### src/rtl/hamming_pkg.sv
// Shared Hamming(7,4) constants and types.
// Codeword bit k-1 holds position ck; data bit 0 is d1.
package hamming_pkg;

  localparam int CW_LEN   = 7;
  localparam int DATA_LEN = 4;

  // 1-based codeword positions carrying d1..d4
  localparam int DATA_POS [DATA_LEN] = '{3, 5, 6, 7};

  typedef logic [CW_LEN-1:0]   cw_t;
  typedef logic [DATA_LEN-1:0] data_t;

endpackage

### src/rtl/hamming74_correct.sv
// Hamming(7,4) syndrome, single-bit correction and
// data extraction; purely combinational.
module hamming74_correct
  import hamming_pkg::*;
(
  input  cw_t   cw_i,
  output data_t data_o,
  output logic  err_o
);

  logic [2:0] syn;
  logic [2:0] flip;
  logic [2:0] idx;
  cw_t        fixed;

  // Syndrome names the 1-based position to invert
  always_comb begin
    syn[0] = cw_i[0] ^ cw_i[2] ^ cw_i[4] ^ cw_i[6];
    syn[1] = cw_i[1] ^ cw_i[2] ^ cw_i[5] ^ cw_i[6];
    syn[2] = cw_i[3] ^ cw_i[4] ^ cw_i[5] ^ cw_i[6];
    flip   = syn - 3'd1;
    fixed  = cw_i;
    if (syn != 3'd0) begin
      fixed[flip] = ~cw_i[flip];
    end
    data_o = '0;
    idx    = '0;
    for (int k = 0; k < DATA_LEN; k++) begin
      idx       = 3'(DATA_POS[k] - 1);
      data_o[k] = fixed[idx];
    end
    err_o = (syn != 3'd0);
  end

endmodule

### src/rtl/hamming74_decoder.sv
// Serial Hamming(7,4) decoder: collects c1..c7,
// corrects, then drains d1..d4 one bit per cycle.
module hamming74_decoder
  import hamming_pkg::*;
#(
  parameter int CNT_W = 8
) (
  input  logic             clk,
  input  logic             rst,
  input  logic             data_i,
  input  logic             valid_i,
  input  logic             sync_i,
  output logic             data_o,
  output logic             valid_o,
  output logic             err_o,
  output logic [CNT_W-1:0] corr_cnt_o
);

  localparam logic [2:0] LAST_POS  = 3'(CW_LEN - 1);
  localparam logic [2:0] DRAIN_LEN = 3'(DATA_LEN);

  logic [2:0]       bcnt_q, bcnt_d;
  cw_t              cw_q, cw_d;
  data_t            osr_q, osr_d;
  logic [2:0]       drain_q, drain_d;
  logic             err_q, err_d;
  logic [CNT_W-1:0] cnt_q, cnt_d;

  logic [2:0] pos;
  logic       load;
  cw_t        cw_full;
  data_t      dec_data;
  logic       dec_err;

  // Place the incoming bit; sync forces position c1
  always_comb begin
    pos     = sync_i ? 3'd0 : bcnt_q;
    load    = valid_i && (pos == LAST_POS);
    cw_full = cw_q;
    cw_full[pos] = data_i;
    cw_d    = cw_q;
    bcnt_d  = bcnt_q;
    if (valid_i) begin
      cw_d   = cw_full;
      bcnt_d = (pos == LAST_POS) ? 3'd0 : pos + 3'd1;
    end
  end

  hamming74_correct u_correct (
    .cw_i   (cw_full),
    .data_o (dec_data),
    .err_o  (dec_err)
  );

  // Output drain: a load restarts it, else shift
  always_comb begin
    osr_d   = osr_q;
    drain_d = drain_q;
    err_d   = 1'b0;
    cnt_d   = cnt_q;
    if (load) begin
      osr_d   = dec_data;
      drain_d = DRAIN_LEN;
      err_d   = dec_err;
      if (dec_err && (cnt_q != '1)) begin
        cnt_d = cnt_q + 1'b1;
      end
    end else if (drain_q != 3'd0) begin
      osr_d   = osr_q >> 1;
      drain_d = drain_q - 3'd1;
    end
  end

  // State registers
  always_ff @(posedge clk or posedge rst) begin
    if (rst) begin
      bcnt_q  <= '0;
      cw_q    <= '0;
      osr_q   <= '0;
      drain_q <= '0;
      err_q   <= 1'b0;
      cnt_q   <= '0;
    end else begin
      bcnt_q  <= bcnt_d;
      cw_q    <= cw_d;
      osr_q   <= osr_d;
      drain_q <= drain_d;
      err_q   <= err_d;
      cnt_q   <= cnt_d;
    end
  end

  assign valid_o    = (drain_q != 3'd0);
  assign data_o     = osr_q[0] & valid_o;
  assign err_o      = err_q;
  assign corr_cnt_o = cnt_q;

endmodule

### config.mk
export PLATFORM = sky130hd
export DESIGN_NAME = hamming74_decoder
export DESIGN_NICKNAME = d
export VERILOG_FILES = /design/src/rtl/hamming_pkg.sv /design/src/rtl/hamming74_correct.sv /design/src/rtl/hamming74_decoder.sv
export SDC_FILE = /design/constraint.sdc
export NUM_CORES = 1
export LEC_CHECK = 0
export CAP_MARGIN = 20
export CORE_UTILIZATION = 35
export CTS_CLUSTER_SIZE = 16
export DETAILED_ROUTE_END_ITERATION = 8
export PLACE_DENSITY = 0.55
export RECOVER_POWER = 100
export SLEW_MARGIN = 20
export SYNTH_ARGS = -nofsm -noshare
export SYNTH_HDL_FRONTEND = slang
export SYNTH_HIERARCHICAL = 1
export SYNTH_SLANG_ARGS = --single-unit
### constraint.sdc
create_clock -name clk -period 5.26 [get_ports clk]
set_input_delay 1.052 -clock clk [delete_from_list [all_inputs] [get_ports clk]]
set_output_delay 1.052 -clock clk [all_outputs]
set_load 0.02 [all_outputs]
==> results of run 1 <==
worst max-delay path, delay by kind of cell:
kind                     cells  cell delay (ps)
buffers and inverters        3              780
multiplexers                 2              760
adder cells (fa/ha/maj)      1              230
AND/OR/NAND/NOR              5             1350
XOR/XNOR                     2              550
layout make-up:
type	instances	share of cell area, %
clock buffers	3	2.254
clock inverters	1	1.639
inverters	8	1.639
multi-input cells	117	46.99
flip-flops and latches	26	35.52
well taps	52	3.552
repair buffers	16	8.402
power by group through the flow:
stage	Sequential, µW	Clock [µW]	Combinational [µW]
after floorplan	268	0	437
after global placement	280	0	486
after detailed placement	283	0	506
after CTS	279	173	508
after global routing	285	181	545
final	278	168	480
worst paths after layout:
kind | from | endpoint | slack [ps] | cells after the start
max reg2reg | bcnt_q[0] | corr_cnt_o[1] | 1570 | 13
max in group asynchronous | rst | cw_q[2] | 3060 | 3
min in group asynchronous | rst | drain_q[1] | 1160 | 2
min | cw_q[6] | cw_q[6] | 510 | 1
max | sync_i | corr_cnt_o[1] | 680 | 13
min reg2reg | cw_q[6] | cw_q[6] | 510 | 1
placed cells by master (no fill, tap or decap), drive strengths merged, types with 2 or more instances in the layout:
cell,Yosys,routed
inv,8,7
nor2,12,12
and3,2,2
ha,5,5
nand4,2,2
xnor2,10,10
nand3b,2,2
nand2b,4,4
a21oi,3,3
o22ai,2,2
nand3,6,6
clkbuf,1,4
xor2,4,4
nor2b,2,2
nand2,12,12
and2,2,2
mux2i,4,4
nor3,9,9
o21ai,6,6
a31oi,5,5
dlygate4sd3,0,14
dfrtp,26,26
mux2,16,16
stage by stage:
stage               hold WS (ps)  setup WS, ps  instance area [µm²]  cells
finish                     510.3         676.8                 1832    223
global route               529.6         389.1                 1832    223
CTS                        515.1         964.4                 1861    222
detailed placement         493.2         663.0                 1789    218
global placement           489.4         762.7                 1789    218
floorplan                  473.6          1563                 1637    160
cell families after synthesis:
kind of cell | synth area share [%]
AO/OA/AOI/OAI | 7.416
XOR/XNOR | 8.869
adder cells (fa/ha/maj) | 3.823
buffers and inverters | 5.657
flip-flops | 39.76
multiplexers | 13.91
AND/OR/NAND/NOR | 20.57
flip-flops by register name (all words and copies together) (netlist names):
| register | cells |
|---|---|
| cw_q | 7 |
| err_o | 1 |
| drain_q | 3 |
| bcnt_q | 3 |
| osr_q | 4 |
| corr_cnt_o | 8 |
layer usage:
metal / wire length [µm] / share of wire (%) / vias to the layer above / GRT usage, %
met4: 31 / 1.0 / 0 / 4.000
li1: - / - / 576 / -
met2: 1391 / 47 / 21 / 20.95
met1: 1471 / 49 / 549 / 19.16
met3: 86 / 2.9 / 4 / 2.165
met5: 0 / 0 / - / 0
==> metrics, run 1 <==
switching power share of the total=38.01%; Final #Nets=between 150 and 200; vias in the first global route=1160; PD cells=505.5 mW/mm²; RSZ-0062 raised after global routing=false; Leakage=0.0008177 µW; Unique masters post-synth=between 40 and 50; Rel. slew slack=a little under half; internal power=573.9 µW; global-route wire length before repair=around 5.4 mm; share of layout cells above drive strength 1=between 10% and 20%; share of power burned in registers=30.0%; critical path fanouts, max=11; top cells by count, synth=dfrtp_1 (26), mux2_2 (14), nor2_1 (12); EDFF count, synth=0; Post-synth ARST share=100.0%; Hold WC Path Type=reg -> reg; Worst setup EP type=register; Worst Tran Pin Value=821.4 ps; Setup violations, final=0; IO Pins=16; worst vdd ir=0.1846 mV; critical path arrival=4750 ps; status=finished clean; initial cell density of the core=between 30% and 40%; Main synth FF type=dfrtp_1; multi-input logic area=between 800 and 900 µm²; Iter 0 DRT Violations=31; cell taking the most area after synthesis=dfrtp_1; H-tree Lvls=1; total of max-cap violations=0; Setup Buffers After CTS=0; total CTS buffers=3; deepest clock path buffer count=2; Final GP Congestion=0.7686; Psw=352.0 µW; Vias=roughly 1200; Fill cells=420; Setup TNS=0 ps; Setup Crit Path Kind=in -> reg; Die H=70.38 µm; fin. max-slew vios=0; CP Cell Sequence=dlygate4sd3_1, nand2b_1, nor3_1, mux2_1, xor2_2, xnor2_1, and2b_2, ha_1, inv_1, inv_1, nor3_4, and2_0, mux2_1; synth warn=6; Die X=70.38 µm; Clk Latency, worst-skew pair=270 ps; utilization after layout=41.50%; vias per inst=about 5.2; initial antenna violation count=0; Final Skew=around 5.1 ps; Die Footprint=0.004953 mm²; clock power share=18.1%; Design Power=~930 µW; CTS tree=done; Critical Path RT=roughly 5400 ps; Post-Syn Area=between 0.0015 and 0.002 mm²; hpwl dp=2.170 mm; Tcrit/Tclk final=87.13%; Logic pwr share=51.9%; register area=between 600 and 700 µm²; f_max=218.2 MHz; number of I/O port buffers=15; Hold-fix buffers, CTS=0; Sink Count=26; n_diodes=0; crit path max-delay cell type=dlygate4sd3_1; Routed WL=2.982 mm; Detail Route Antenna Nets=0; Area contributors post-synth=dfrtp_1 (40%), mux2_2 (9.6%), xnor2_1 (4.3%); clock slew at reported path FFs=~100 ps; fin crit period=4583 ps; share of Yosys cell area claimed by the top area cell type=39.76%; post-synthesis sequential area ratio=39.76%; startpoint types=input pin; Seq cells post-synth=26; largest net degree at the start of global routing=27; Rows=24; Resized Gates After CTS=0; drt wl/cell=between 10 and 15 µm; Post-Syn Instances=160; Root Buffer=clkbuf_8; Post-Syn Area per Cell=a little over 10 µm²; most frequent cell after synthesis=dfrtp_1; CP peak stage delay=670 ps; core area=0.004414 mm²; GRT overflow=0; Hold Vio Cnt, Final=0; Net Count, Synth=170; GR Util All Layers=13.47%; 1st-pass router iterations=5; area grow syn2layout=11.93%; DR DRC count=0
No activity file was read; power rests on OpenSTA's default activity.
==> run 2: changes to the inputs <==
--- a/config.mk
+++ b/config.mk
@@ -6,6 +6,7 @@
 export NUM_CORES = 1
 export LEC_CHECK = 0
 export CAP_MARGIN = 20
+export CORE_MARGIN = 5
 export CORE_UTILIZATION = 35
 export CTS_CLUSTER_SIZE = 16
 export DETAILED_ROUTE_END_ITERATION = 8
==> metrics, run 2 (synthesis gave the netlist of run 1 again) <==
RSZ-0062 raised after global routing=false; Die X=78.38 µm; deepest clock path buffer count=2; Worst R2R Start=bcnt_q[0]; clock slew at reported path FFs=around 100 ps; Setup TNS=0 ps; commonest non-fill, non-tap cell in the layout=dfrtp_1; share of layout cells above drive strength 1=approximately 15%; global-route wire length before repair=5.071 mm; Critical Path RT=5410 ps; Hold Vio Cnt, Final=0; Hold Path Origin=cw_q[0]; DR WL met3=76 µm; 1st-pass router iterations=4; Layout Cell Area excl Fill=0.001819 mm²; PD cells=495.6 mW/mm²; Die H=around 78 µm; initial cell density of the core=between 30% and 40%; Worst Tran Pin Value=1027 ps; Critical Path Source=sync_i; Largest register FFs=8; most frequent cells in the layout=dfrtp_1 (26), dlygate4sd3_1 (14), mux2_2 (13); CP Cell Sequence=dlygate4sd3_1, nor3_1, mux2_1, xor2_1, xnor2_1, ha_1, and2b_2, ha_1, inv_1, inv_1, nor3_4, and2_0, mux2_1; largest net degree at the start of global routing=27; register area=between 600 and 700 µm²; n_diodes=0; GRT overflow=0; area grow syn2layout=11.16%; Post-Place Cell Area=0.001789 mm²; WL met2=1.330 mm; Setup Crit Path Kind=in -> reg; crit path max-delay cell type=dlygate4sd3_1; Final Skew=6.833 ps; initial antenna violation count=0; Routed WL=2.935 mm; startpoint types=input pin; total CTS buffers=3; fin. max-slew vios=0; Metal-1 WL=1.512 mm; vias per inst=5.095; worst hold slack=514.7 ps; Sink Count=26; Final #Nets=181; drt wl/cell=13.22 µm; Final GP Congestion=0.8164; worst vdd ir=approximately 0.22 mV; Fill cells=437; hpwl dp=2.177 mm; multi-input logic area=868.3 µm²; Leakage=0.0008191 µW; Clk Latency, worst-skew pair=about 270 ps; critical path arrival=4620 ps; cell family with most CP delay=simple AND/OR/NAND/NOR gates; Detail Route Antenna Nets=0; H-tree Lvls=1; DR DRC count=0; status=finished clean; Root Buffer=clkbuf_8; WP buf/inv=3; Hold WC Path Type=reg -> reg; Setup Buffers After CTS=0; Hold-fix buffers, CTS=0; Iter 0 DRT Violations=73; Die Footprint=between 0.006 and 0.007 mm²; highest metal used=met4; GR Util All Layers=10.04%; # placed instances=218; vias in the first global route=1053; critical path fanouts, max=11; Rows=24; CTS tree=done; number of I/O port buffers=15; core area=0.004444 mm²; Vias=1131; Tcrit/Tclk final=between 80% and 90%; Resized Gates After CTS=0; f_max=around 220 MHz; IO Pins=16; total of max-cap violations=0; fin crit period=4470 ps; CP peak stage delay=660 ps; Rel. slew slack=approximately a third; Setup violations, final=0; final non-filler cell total=222; Worst setup EP type=register
run 2: area by class of cell:
cell class	instances	area share, %
well taps	52	3.576
flip-flops and latches	26	35.76
clock buffers	4	3.026
inverters	8	1.651
repair buffers	15	8.253
multi-input cells	117	47.73
run 2: worst paths after layout:
path	end	slack, ps	cells after the start
worst max-delay path	corr_cnt_o[1]	790	13
max in group asynchronous	osr_q[3]	3180	2
worst min register to register	cw_q[0]	510	1
worst min-delay path	cw_q[0]	510	1
min in group asynchronous	cw_q[2]	1460	2
worst max register to register	corr_cnt_o[1]	1430	13
run 2: report_power, final:
part           leakage, µW  internal [µW]  switching, µW  total [µW]
logic             0.000451            235            256         491
registers         0.000340            243           34.9         278
clock network    0.0000288           67.0           65.1         132
run 2: metal layers:
metal	global-route usage, %	vias to the layer above
met5	0	-
met4	2.098	0
met3	2.059	2
met2	15.50	16
met1	14.54	539
li1	-	574
run 2: stage by stage:
step / util (%) / total power [µW] / worst slack, ps
after floorplan: - / 705.4 / 1563
after global placement: 40.26 / 769.8 / 761.6
after detailed placement: 40.26 / 790.4 / 731.2
after CTS: 41.50 / 926.3 / 990.7
after global routing: 40.93 / 974.5 / 622.6
final: 40.93 / 901.6 / 790.1
==> run 3: changes to the inputs <==
==> constraint.sdc (replaced) <==
create_clock -name clk -period 4.27 [get_ports clk]
set_input_delay 0.854 -clock clk [delete_from_list [all_inputs] [get_ports clk]]
set_output_delay 0.854 -clock clk [all_outputs]
set_load 0.02 [all_outputs]
==> metrics, run 3 (synthesis gave the netlist of run 1 again) <==
status=finished clean; Setup violations, final=0; Iter 0 DRT Violations=61; Critical Path Source=sync_i; f_max=roughly 250 MHz; Worst Tran Pin Value=1012 ps; Clk Latency, worst-skew pair=270 ps; Final Skew=about 3.9 ps; Hold Crit Depth=1; 1st-pass router iterations=4; Hold Path Origin=cw_q[3]; commonest non-fill, non-tap cell in the layout=dfrtp_1; Critical Path RT=roughly 4400 ps; startpoint types=input pin; fin. max-slew vios=0; deepest clock path buffer count=2; Setup Crit Path Kind=in -> reg; DR DRC count=0; global-route wire length before repair=between 5 and 6 mm; Setup TNS=0 ps; Largest register FFs=8; Worst Reg-to-Reg Cells=13; total of max-cap violations=0; Die X=78.38 µm; Hold-fix buffers, CTS=0; core area=roughly 0.0044 mm²; share of layout cells above drive strength 1=between 10% and 20%; Leakage=~0.0008 µW; worst vdd ir=roughly 0.19 mV; Final #Nets=183; Rel. slew slack=32.48%; Hold Vio Cnt, Final=0; largest net degree at the start of global routing=27; CTS tree=done; vias in the first global route=1182; # placed instances=220; Detail Route Antenna Nets=0; total CTS buffers=3; Fill cells=444; number of I/O port buffers=15; initial antenna violation count=0; Layout Cell Area excl Fill=0.001834 mm²; final non-filler cell total=224; Final GP Congestion=0.7734; Routed WL=around 3.2 mm; Worst R2R Start=bcnt_q[0]; utilization after layout=41.27%; Vias=1159; Post-Place Cell Area=0.001804 mm²; clock slew at reported path FFs=around 90 ps; RSZ-0062 raised after global routing=false; drt wl/cell=between 10 and 15 µm; Die H=around 80 µm; hpwl dp=2.338 mm; Worst setup EP type=register; worst hold slack=approximately 500 ps; Setup Buffers After CTS=0; initial cell density of the core=36.82%; Root Buffer=clkbuf_8; vias per inst=a little over 5; Sink Count=26; Rows=24; H-tree Lvls=1; Resized Gates After CTS=0; PD cells=609.3 mW/mm²; IO Pins=16; area grow syn2layout=12.08%; n_diodes=0; Tcrit/Tclk final=93.74%; Die Footprint=0.006143 mm²; GR Util All Layers=11.00%; fin crit period=4003 ps; critical path fanouts, max=5; most frequent cells in the layout=dfrtp_1 (26), mux2_2 (14), dlygate4sd3_1 (14); critical path arrival=4160 ps; GRT overflow=0; Hold WC Path Type=reg -> reg
==> run 3: cell count changes in the layout (fill, tap and decap cells not counted) <==
cell      before  now
mux2_1         3    1
buf_4          0    1
clkbuf_1       0    1
mux2_4         0    1
mux2_2        13   14
==> run 3: report_power, final <==
part	switching (µW)	internal, µW
clock network	77.6	82.4
logic	322	292
registers	44.0	300
==> run 3: metrics by stage <==
stage / setup slack [ps] / power, µW
after floorplan: 770.9 / 868.9
after global placement: 277.6 / 951.0
after detailed placement: 238.1 / 967.4
after CTS: 474.0 / 1140
after global routing: 160.9 / 1208
final: 267.3 / 1118
==> run 3: worst max-delay path: stages <==
cell	delay [ps]
dlygate4sd3_1	600
nor3_1	260
mux2_2	410
xor2_1	190
xnor2_1	200
ha_1	300
and2b_2	210
ha_1	230
inv_1	60
inv_1	50
nor3_4	240
and2_0	250
mux2_4	310
==> run 3: final cells by class <==
| cell class | count | area (µm²) | share of cell area, % |
|---|---|---|---|
| Multi-Input combinational cell | 117 | 872.1 | 47.54 |
| Sequential cell | 26 | 650.6 | 35.47 |
| Timing Repair Buffer | 17 | 161.4 | 8.799 |
| Tap cell | 52 | 65.06 | 3.547 |
| Clock buffer | 4 | 55.05 | 3.001 |
| Inverter | 8 | 30.03 | 1.637 |
==> run 3: metal layers <==
| layer | vias to the layer above | wire length (µm) | GRT usage, % |
|---|---|---|---|
| met5 | - | 0 | 0 |
| met4 | 0 | 22 | 3.671 |
| met3 | 2 | 72 | 2.288 |
| met2 | 17 | 1499 | 17.29 |
| met1 | 556 | 1622 | 15.12 |
| li1 | 584 | - | - |
==> run 3: worst paths after layout <==
kind	end	slack, ps
worst max-delay path	corr_cnt_o[1]	270
worst min-delay path	cw_q[3]	510
worst max register to register	corr_cnt_o[1]	640
worst min register to register	cw_q[3]	510
max in group asynchronous	cw_q[6]	2400
min in group asynchronous	drain_q[0]	1260
